===== src/rtl/morse_message_sequencer.sv =====
// morse_message_sequencer: steps a latched message of 3-bit letter codes into the morse shift stage,
// one load strobe per letter, paced by a symbol divider matched to the shift stage.
module morse_message_sequencer #(
  parameter int TICK_DIV  = 25000000,
  parameter int MAX_LEN   = 8,
  parameter int SYM_BITS  = 12,
  parameter int GAP_TICKS = 3
) (
  input  logic                 clock,
  input  logic                 reset,
  input  logic                 start,
  input  logic [3*MAX_LEN-1:0] msg,
  input  logic [3:0]           msg_len,
  output logic [2:0]           select,
  output logic                 load_n,
  output logic                 busy,
  output logic                 done,
  output logic [2:0]           letter_idx,
  output logic                 sym_tick
);
  localparam int CW = TICK_DIV > 1 ? $clog2(TICK_DIV) : 1;
  localparam int SW = $clog2(SYM_BITS + GAP_TICKS + 1);
  typedef enum logic [2:0] {S_IDLE, S_LOAD, S_SEND, S_GAP, S_DONE} state_t;
  state_t                   state;
  logic [CW-1:0]            cnt;
  logic [SW-1:0]            scnt;
  logic [MAX_LEN-1:0][2:0]  msg_q;
  logic [3:0]               len_q, len_c;
  logic [2:0]               nidx;
  logic                     more;
  always_comb begin
    len_c    = msg_len > 4'(MAX_LEN) ? 4'(MAX_LEN) : msg_len;
    nidx     = letter_idx + 3'd1;
    more     = 4'(letter_idx) + 4'd1 < len_q;
    sym_tick = busy && cnt == CW'(TICK_DIV - 1);
  end
  always_ff @(posedge clock or posedge reset) begin
    if (reset) begin
      state      <= S_IDLE;
      cnt        <= '0;
      scnt       <= '0;
      msg_q      <= '0;
      len_q      <= '0;
      select     <= '0;
      load_n     <= 1'b1;
      busy       <= 1'b0;
      done       <= 1'b0;
      letter_idx <= '0;
    end else begin
      cnt  <= (busy && !sym_tick) ? cnt + 1'b1 : '0;
      done <= 1'b0;
      case (state)
        S_IDLE: if (start) begin
          msg_q      <= msg;
          len_q      <= len_c;
          letter_idx <= '0;
          if (len_c != 4'd0) begin
            state  <= S_LOAD;
            busy   <= 1'b1;
            select <= msg[2:0];
            load_n <= 1'b0;
          end else begin
            state <= S_DONE;
            done  <= 1'b1;
          end
        end
        S_LOAD: if (sym_tick) begin
          load_n <= 1'b1;
          scnt   <= '0;
          state  <= S_SEND;
        end
        S_SEND: if (sym_tick) begin
          scnt  <= scnt == SW'(SYM_BITS - 1) ? '0 : scnt + 1'b1;
          state <= scnt == SW'(SYM_BITS - 1) ? S_GAP : S_SEND;
        end
        S_GAP: if (sym_tick) begin
          if (scnt == SW'(GAP_TICKS - 1)) begin
            scnt <= '0;
            if (more) begin
              letter_idx <= nidx;
              select     <= msg_q[nidx];
              load_n     <= 1'b0;
              state      <= S_LOAD;
            end else begin
              state <= S_DONE;
              done  <= 1'b1;
              busy  <= 1'b0;
            end
          end else begin
            scnt <= scnt + 1'b1;
          end
        end
        S_DONE: state <= S_IDLE;
        default: state <= S_IDLE;
      endcase
    end
  end
endmodule


===== config.mk =====
export PLATFORM = sky130hd
export DESIGN_NAME = morse_message_sequencer
export DESIGN_NICKNAME = d
export VERILOG_FILES = /design/src/rtl/morse_message_sequencer.sv
export SDC_FILE = /design/constraint.sdc
export NUM_CORES = 1
export LEC_CHECK = 0
export CORE_MARGIN = 2
export CORE_UTILIZATION = 50
export DETAILED_ROUTE_END_ITERATION = 7
export DONT_BUFFER_PORTS = 1
export GPL_ROUTABILITY_DRIVEN = 0
export PLACE_DENSITY = 0.66
export SETUP_SLACK_MARGIN = 0.05
export SYNTH_ARGS = -nofsm -noshare
export SYNTH_HDL_FRONTEND = slang
export SYNTH_SLANG_ARGS = --single-unit

===== constraint.sdc =====
create_clock -name clock -period 3.14 [get_ports clock]
set_input_delay 0.471 -clock clock [delete_from_list [all_inputs] [get_ports clock]]
set_output_delay 0.471 -clock clock [all_outputs]
set_load 0.05 [all_outputs]

# Yosys cells after proc, flatten, opt, wreduce, memory -nomap -nowiden
# Cells that the tools add are included.
# totals
register_bits	69
output_inout_bits	10
in_bits	31
word_cells	102
# classes
add_sub_neg	4
reduce_logical	15
magnitude_cmp	3
eq_ne	14
mux	49
# op_table
op	count
$mux 3	17
$add 25x1->25 const B	1
$eq 25x25->1 const B	1
$mux 25	1
$mux 4	6
$mux 1	17
$ne 2x2->1 const B	8
$pmux 3 s2	2
$pmux 3 s4	1
$pmux 4 s3	1
$reduce_and 6->1	2
$reduce_and 5->1	2
$bmux 3 s3	1
$reduce_and 7->1	1
$eq 3x2->1 const B	2
$reduce_bool 3->1	2
$add 3x1->4 const B	1
$add 4x1->4 const B	1
$eq 4x2->1 const B	1
$eq 4x4->1 const B	1
$gt 4x4->1 const B	1
$lt 3x4->1 const B	1
$lt 4x4->1	1
$pmux 1 s2	2
10 further kinds	11

# Depth between registers and ports, before layout
# Gate-level depths: netlist of run 1.
# depth
depth_word	7
mapped_depth	11
mapped_depth_nobuf	10

# Least setup slack after synthesis of run 1
# Ideal clock, no wire load.
# synth_path
path_type	reg-to-reg
startpoint	reg letter_idx[0]
endpoint	reg select[0]
setup_slack_ps	208
stages_incl_launch_ff	12
t_required_ps	3015
path_buffers	1
setup_ps	125
t_arrival_ps	2807
synth_period_minus_slack_ps	2932
cell_sequence	dfrtp_1 -> ha_1 -> nor2b_1 -> or2_2 -> clkbuf_1 -> ha_1 -> or3_1 -> o221ai_2 -> nand2_1 -> o21ai_0 -> nand2b_1 -> mux2_2
# synth_via
elab_chain_len	7
word_cells_on_any_way	11
classes_between	add/sub (2); order compare (1); eq/ne (1); mux (6); reduce/logical (1)
# synth_lines
element	line_no	source
start, declared	18	output logic [2:0] letter_idx,
start signal, assigned	80	letter_idx <= nidx;
$add 3x1->3	33	nidx = letter_idx + 3'd1;
$bmux 3 s3	81	select <= msg_q[nidx];
$mux 3 (not written as such)	81	
$mux 3	79	if (more) begin
$mux 3	77	if (scnt == SW'(GAP_TICKS - 1)) begin
$mux 3	76	S_GAP: if (sym_tick) begin
$pmux 3 s2	52	case (state)
end signal, assigned	60	select <= msg[2:0];
end signal, assigned	81	
end, declared	14	output logic [2:0] select,
# Several ways; a longest one is shown, not always the timed one. The select of a mux whose other input is x is not followed.
# A chain may end at the register's enable or synchronous reset.

# Final worst setup path of run 1
# layout_path
startpoint	reg letter_idx[0]
endpoint	reg select[1]
# The elaborated chain is that of the path after synthesis.

==> results.tsv, run 1 <==
stage	metric	value	unit
synth	avgSynthCellArea	9.46	sq um
worst_setup_path	critPathRequiredTime	3.36	ns
placed_design	hpwl	5190	um
routing	drc	0	
worst_setup_path	start_kind	flop	
routing	vias	2677	
synth	syn_inst	382	
worst_setup_path	rrSetupSlack	0.38	ns
power_and_ir_drop	vdd_ir_drop_max	0.000354	V
clock_network	cts_setup_buffers	0	
synth	synth-seq-cells	69	
layout	fin_area	3980	sq um
timing	skew	0.0122	ns
routing	routed_wl	7320	um
synth	muxShareOfSynthArea	0.0592	
power_and_ir_drop	netSwitchingFraction	0.336	
synth	synth-edff-count	0	
synth	synth_top_area_frac	0.471	
synth	synth_compound_area_frac	0.0648	
worst_setup_path	worstSetupPathType	reg2reg	
worst_setup_path	cp_max_fo	8	
worst_setup_path	crit_start	letter_idx[0]	
power_and_ir_drop	p_total	2.80	mW
clock_network	clockBufferDepth	2	
power_and_ir_drop	power_frac_clock	0.299	
layout	n_antenna_cell	0	
clock_network	clk_latency	0.34	ns
power_and_ir_drop	power_leakage	1.88	nW
clock_network	cts_root_buf	clkbuf_8	
synth	ys_warn_count	0	
timing	rsz0062_at_grt	false	
clock_network	clk_pin_slew	0.08	ns
layout	drive_above_1_share	0.118	
grt	grt.total_usage	0.198	
clock_network	cts_hold_buf	0	
synth	ys_types	56	
floorplanning	core.rowCount	30	
timing	fin_tns_setup	0	ns
worst_setup_path	r2r_start	letter_idx[0]	
worst_setup_path	r2r_end	select[1]	
run_status	status	completed	
timing	timing.fmax	362	MHz
floorplanning	fp.dieW	89.0	um
layout	area_growth	10.2	%
clock_network	post_cts_resized	0	
placed_design	place_area	3750	sq um
routing	viasPerCell	5.51	
hold_path	hold_path.class	in2async	
floorplanning	design.core.area	6910	sq um
timing	finalCritPeriodShare	0.880	
power_and_ir_drop	comb_power_share	0.217	
routing	drtAntennaViolNets	0	
synth	synth_top_family_by_area	simple AND/OR/NAND/NOR gates	
routing	dr.pass1.iters	4	
placed_design	dpl_worst_slack	0.404	ns
floorplanning	start_util	0.523	
clock_network	tritoncts	done	
synth	async_reset_ff_frac	1.00	
timing	setup_viol	0	
synth	netlist_area	3610	sq um
run	cap_viol_max_count	0	
routing	wl_per_cell	15.1	um
timing	fin_crit	2.76	ns
worst_setup_path	critPathArrivalTime	2.98	ns
synth	synthFlopType	dfrtp_1	
synth	synth_adder_area_share	0.0242	
synth	ys_seq_area_frac	0.478	
timing	fin_ws	0.377	ns
clock_network	h-tree-depth	3	
floorplanning	ioPinCount	41	
grt	antenna_found_initial	0	
power_and_ir_drop	seqPwrFrac	0.484	
power_and_ir_drop	p_switching	941	uW
clock_network	cts_buffers	9	
floorplanning	die_h	89.0	um
floorplanning	dieArea	7920	sq um
worst_setup_path	r2r_cells	10	
timing	tightest_slew	0.812	ns
worst_setup_path	crit_path_end	select[1]	
worst_setup_path	setup.worst_path.end_class	flop	
synth	syn-num-nets	420	
placed_design	portBuffers	0	
grt	grt_pass1_wl	12000	um
power_and_ir_drop	p_per_area	704	nW/um^2
timing	hold_viol_final	0	
timing	slew-limit-headroom	0.455	
layout	final_cell_count_no_fill	486	
routing	drtIter0Drc	190	
clock_network	clock-sinks	69	
grt	grt_pass1_vias	2523	
synth	synthSimpleGateAreaFrac	0.288	
synth	synth_area_leaders	dfrtp_1 47%, nand2_1 10%, xor2_1 4.6%, nor2_1 3.7%, mux4_2 3.7%	
synth	synth_area_leader_cell	dfrtp_1	
placed_design	dp_cells	470	
layout	nets	423	
power_and_ir_drop	p_int	1.86	mW
grt	overflow	0	
synth	synth_xor_area_frac	0.0557	
timing	final_max_slew_viol_count	0	
grt	grt_max_degree	37	
-- power groups by stage --
stage / registers [mW] / logic (mW) / clock network [mW]
after floorplan: 1.33 / 0.480 / 0
after global placement: 1.37 / 0.595 / 0
after detailed placement: 1.38 / 0.613 / 0
after CTS: 1.36 / 0.616 / 0.848
after global routing: 1.39 / 0.690 / 0.893
final: 1.36 / 0.608 / 0.838
-- cells in the mapped netlist (all sizes together) (5+ instances only) --
| master | number |
|---|---|
| mux4 | 6 |
| a21oi | 8 |
| nor2b | 5 |
| clkbuf | 10 |
| and3 | 6 |
| nand3b | 6 |
| nor2 | 37 |
| buf | 6 |
| nor3 | 6 |
| xor2 | 19 |
| nand4 | 9 |
| ha | 7 |
| dfrtp | 68 |
| nand2 | 99 |
| nand3 | 14 |
| inv | 11 |
| o21ai | 10 |
-- cells in the final DEF, fill, tap and decap left out, types with 4 or more instances in the layout --
master    Yosys  final
nand2_1      99     99
dfrtp_1      68     68
nor2_1       36     36
xor2_1       19     19
nand3_1      13     13
clkbuf_8      0     11
inv_1        11     10
o21ai_0      10     10
nand4_1       9      9
a21oi_1       8      8
ha_1          7      7
buf_4         0      7
and3_1        6      6
nand3b_1      6      6
mux4_2        6      6
nor2b_1       5      5
nor3_1        5      5
nand2b_1      4      4
xnor2_1       4      4
-- worst min-delay path by stage --
stage | start | endpoint | slack [ns] | depth (start not counted)
after floorplan | len_q[0] | len_q[0] | 0.43 | 2
final | reset | msg_q[11] | 0.15 | 1
after global routing | reset | msg_q[14] | 0.21 | 1
after CTS | reset | select[2] | 0.17 | 1
after detailed placement | msg_q[18] | msg_q[18] | 0.46 | 2
after global placement | msg_q[9] | msg_q[9] | 0.45 | 2
-- worst max-delay path, cell delays in order, from the launching register on --
cell and delay, ns:
dfrtp_1 0.38, ha_1 0.21, nor2b_1 0.14, or2_2 0.36
ha_1 0.20, or3_1 0.32, o221ai_2 0.35, nand2_1 0.09
o21ai_0 0.17, nand2b_1 0.13, mux2_2 0.28
-- per-stage QoR --
stage	utilization	hold WS, ns
2_1_floorplan	-	0.433
3_3_place_gp	0.543	0.453
3_5_place_dp	0.543	0.461
4_1_cts	0.577	0.171
5_1_grt	0.577	0.208
6_report	0.577	0.147
-- layout make-up --
| class | instances | area (sq um) |
|---|---|---|
| fillers | 613 | 2920 |
| multi-input cells | 286 | 1790 |
| flip-flops and latches | 69 | 1730 |
| clock buffers | 11 | 151 |
| well taps | 96 | 120 |
| clock inverters | 5 | 82.6 |
| repair buffers | 8 | 72.6 |
| inverters | 11 | 41.3 |
-- cell families (layout without fill, tap and decap cells) --
kind of cell	count (synthesis)	in the layout
adders and majority gates	7	7
AOI/OAI and AO/OA	35	35
and+or+nand+nor	208	208
DFF	69	69
muxes	13	13
xor gates and xnor gates	23	23
buffers and inverters	27	35
-- layer usage --
layer  GRT usage  routed length [um]  part of all wire
met2       0.289                3240              0.44
met5           0                   0                 0
met3      0.0489                 364             0.050
met1       0.288                3640              0.50
met4      0.0733                  84             0.011
-- registers in the layout, summed over array words and instances (netlist names) --
name / flops
len_q: 4
cnt: 25
busy: 1
state: 3
done: 1
letter_idx: 3
scnt: 4
msg_q: 24
load_n: 1
select: 3
Note: power is estimated with default switching activity, not from simulation.
==> run 2, diff against run 1 <==
--- a/config.mk
+++ b/config.mk
@@ -6,11 +6,11 @@
 export NUM_CORES = 1
 export LEC_CHECK = 0
 export CORE_MARGIN = 2
-export CORE_UTILIZATION = 50
+export CORE_UTILIZATION = 45
 export DETAILED_ROUTE_END_ITERATION = 7
 export DONT_BUFFER_PORTS = 1
 export GPL_ROUTABILITY_DRIVEN = 0
-export PLACE_DENSITY = 0.66
+export PLACE_DENSITY = 0.61
 export SETUP_SLACK_MARGIN = 0.05
 export SYNTH_ARGS = -nofsm -noshare
 export SYNTH_HDL_FRONTEND = slang
==> run 2 against run 1 <==
Net effect: power decreased by 5.0%; sequential share of layout area increased by 0.41 points; flip-flop and latch count unchanged; maximum frequency increased by 1.2%; clock power decreased by 18%; clock skew decreased by 0.0043 ns; first-iteration DRC count decreased by 20%; final cell count increased by 1.6%; routed wire length increased by 0.91%; via count about the same; sequential power about the same; register-to-register slack improved by 0.22 ns; critical path type is now reg2out.
==> results.tsv, run 2 (same netlist as run 1, synthesis figures left out) <==
stage	metric	value	unit	change
timing	hold_ws	0.0466	ns	was 0.147 ns
hold_path	hold_path.class	in2async		unchanged
layout	nets	425		was 423
clock_network	clock-sinks	69		unchanged
timing	finalCritPeriodShare	0.869		was 0.880
worst_setup_path	critPathSlowestCell	or4b_4		was dfrtp_1
power_and_ir_drop	p_per_area	675	nW/um^2	was 704 nW/um^2
grt	grt_pass1_vias	2546		was 2523
timing	final_max_slew_viol_count	0		unchanged
grt	antenna_found_initial	0		unchanged
worst_setup_path	r2r_cells	10		unchanged
clock_network	cts_hold_buf	0		unchanged
layout	max_flop_register	cnt		unchanged
worst_setup_path	start_kind	flop		unchanged
clock_network	cts_root_buf	clkbuf_8		unchanged
layout	layout_commonest_cell	nand2_1		unchanged
floorplanning	design.core.area	7770	sq um	was 6910 sq um
placed_design	portBuffers	0		unchanged
timing	timing.fmax	366	MHz	was 362 MHz
timing	fin_tns_setup	0	ns	unchanged
run_status	status	completed		unchanged
placed_design	place_area	3760	sq um	was 3750 sq um
worst_setup_path	crit_chain	or4b_4, nor4_4, nand3_4, inv_1		was ha_1, nor2b_1, or2_2, ha_1, or3_1, o221ai_2, nand2_1, o21ai_0, nand2b_1, mux2_2
worst_setup_path	cp_num_buf_inv	1		was 0
floorplanning	start_util	0.465		was 0.523
floorplanning	dieArea	8760	sq um	was 7920 sq um
timing	skew	0.00788	ns	was 0.0122 ns
power_and_ir_drop	vdd_ir_drop_max	0.000364	V	was 0.000354 V
floorplanning	fp.dieW	93.6	um	was 89.0 um
layout	fin_area	3950	sq um	was 3980 sq um
worst_setup_path	crit_family	simple AND/OR/NAND/NOR gates		unchanged
layout	largest_register_ffs	25		unchanged
routing	drtIter0Drc	152		was 190
worst_setup_path	critPathArrivalTime	2.26	ns	was 2.98 ns
routing	vias	2676		was 2677
routing	wl_per_cell	15.0	um	was 15.1 um
layout	reg_top3	cnt x25, msg_q x24		unchanged
power_and_ir_drop	power_leakage	1.86	nW	was 1.88 nW
timing	tightest_slew	0.821	ns	was 0.812 ns
timing	fin_ws	0.411	ns	was 0.377 ns
routing	drtAntennaViolNets	0		unchanged
timing	fin_crit	2.73	ns	was 2.76 ns
routing	dr.pass1.iters	4		unchanged
floorplanning	ioPinCount	41		unchanged
layout	area_growth	9.18	%	was 10.2%
timing	rsz0062_at_grt	false		unchanged
clock_network	clk_latency	0.35	ns	was 0.34 ns
timing	hold_viol_final	0		unchanged
floorplanning	die_h	93.6	um	was 89.0 um
timing	slew-limit-headroom	0.450		was 0.455
worst_setup_path	worstSetupPathType	reg2out		was reg2reg
worst_setup_path	cp_max_fo	9		was 8
worst_setup_path	r2r_end	select[1]		unchanged
layout	n_antenna_cell	0		unchanged
clock_network	clockBufferDepth	2		unchanged
routing	viasPerCell	5.42		was 5.51
worst_setup_path	setup.worst_path.end_class	output port		was flop
layout	drive_above_1_share	0.122		was 0.118
timing	setup_viol	0		unchanged
grt	grt_max_degree	45		was 37
clock_network	cts_buffers	9		unchanged
worst_setup_path	r2r_start	letter_idx[0]		unchanged
grt	grt.total_usage	0.185		was 0.198
placed_design	hpwl	5420	um	was 5190 um
grt	overflow	0		unchanged
clock_network	h-tree-depth	3		unchanged
clock_network	tritoncts	done		unchanged
clock_network	cts_setup_buffers	0		unchanged
run	cap_viol_max_count	0		unchanged
layout	nFillCells	741		was 613
layout	layout_common_cells	99 x nand2_1, 68 x dfrtp_1, 36 x nor2_1, 19 x xor2_1, 13 x nand3_1		unchanged
clock_network	post_cts_resized	0		unchanged
floorplanning	core.rowCount	32		was 30
clock_network	clk_pin_slew	0.08	ns	about the same
grt	grt_pass1_wl	12500	um	was 12000 um
worst_setup_path	max_stage_delay	0.57	ns	was 0.38 ns
routing	routed_wl	7390	um	was 7320 um
worst_setup_path	rrSetupSlack	0.60	ns	was 0.38 ns
routing	drc	0		unchanged
placed_design	dpl_worst_slack	0.609	ns	was 0.404 ns
worst_setup_path	critPathRequiredTime	2.67	ns	was 3.36 ns
-- run 2: worst max path at each step --
stage | start | to | slack (ns) | depth (start not counted)
after floorplan | letter_idx[0] | select[0] | 0.21 | 11
after global placement | letter_idx[0] | select[0] | 0.65 | 10
after detailed placement | letter_idx[0] | select[0] | 0.61 | 10
after CTS | cnt[9] | sym_tick | 0.39 | 4
after global routing | cnt[17] | sym_tick | 0.31 | 4
final | cnt[9] | sym_tick | 0.41 | 4
-- run 2: routing by layer --
| metal | track usage | routed length [um] | part of all wire | vias to the layer above |
|---|---|---|---|---|
| li1 | - | - | - | 1312 |
| met3 | 0.0355 | 291 | 0.039 | 12 |
| met5 | 0 | 0 | 0 | - |
| met1 | 0.272 | 3690 | 0.50 | 1303 |
| met4 | 0.0894 | 156 | 0.021 | 0 |
| met2 | 0.260 | 3250 | 0.44 | 49 |
-- run 2: area by class of cell --
class | count | area [sq um] | share of cell area
Clock buffer | 9 | 124 | 0.0314
Clock inverter | 7 | 62.6 | 0.0159
Inverter | 11 | 41.3 | 0.0105
Multi-Input combinational cell | 286 | 1790 | 0.453
Sequential cell | 69 | 1730 | 0.438
Tap cell | 102 | 128 | 0.0324
Timing Repair Buffer | 10 | 75.1 | 0.0190
-- run 2: through the flow --
stage                util  total power, mW  instances
floorplan               -             1.81        382
global placement    0.484             1.98        478
detailed placement  0.484             2.01        478
CTS                 0.508             2.70        494
global route        0.508             2.86        494
finish              0.508             2.66        494
-- run 2: report_power, final --
part	switching [mW]	total, mW	internal (mW)
registers	0.238	1.35	1.11
logic	0.358	0.623	0.264
clock network	0.385	0.690	0.304
==> run 3, diff against run 2 <==
--- a/config.mk
+++ b/config.mk
@@ -5,6 +5,7 @@
 export SDC_FILE = /design/constraint.sdc
 export NUM_CORES = 1
 export LEC_CHECK = 0
+export ABC_CLOCK_PERIOD_IN_PS = 3140
 export CORE_MARGIN = 2
 export CORE_UTILIZATION = 45
 export DETAILED_ROUTE_END_ITERATION = 7
==> results of run 3 <==
Final layout, timing and power as in run 2 (identical DEF).
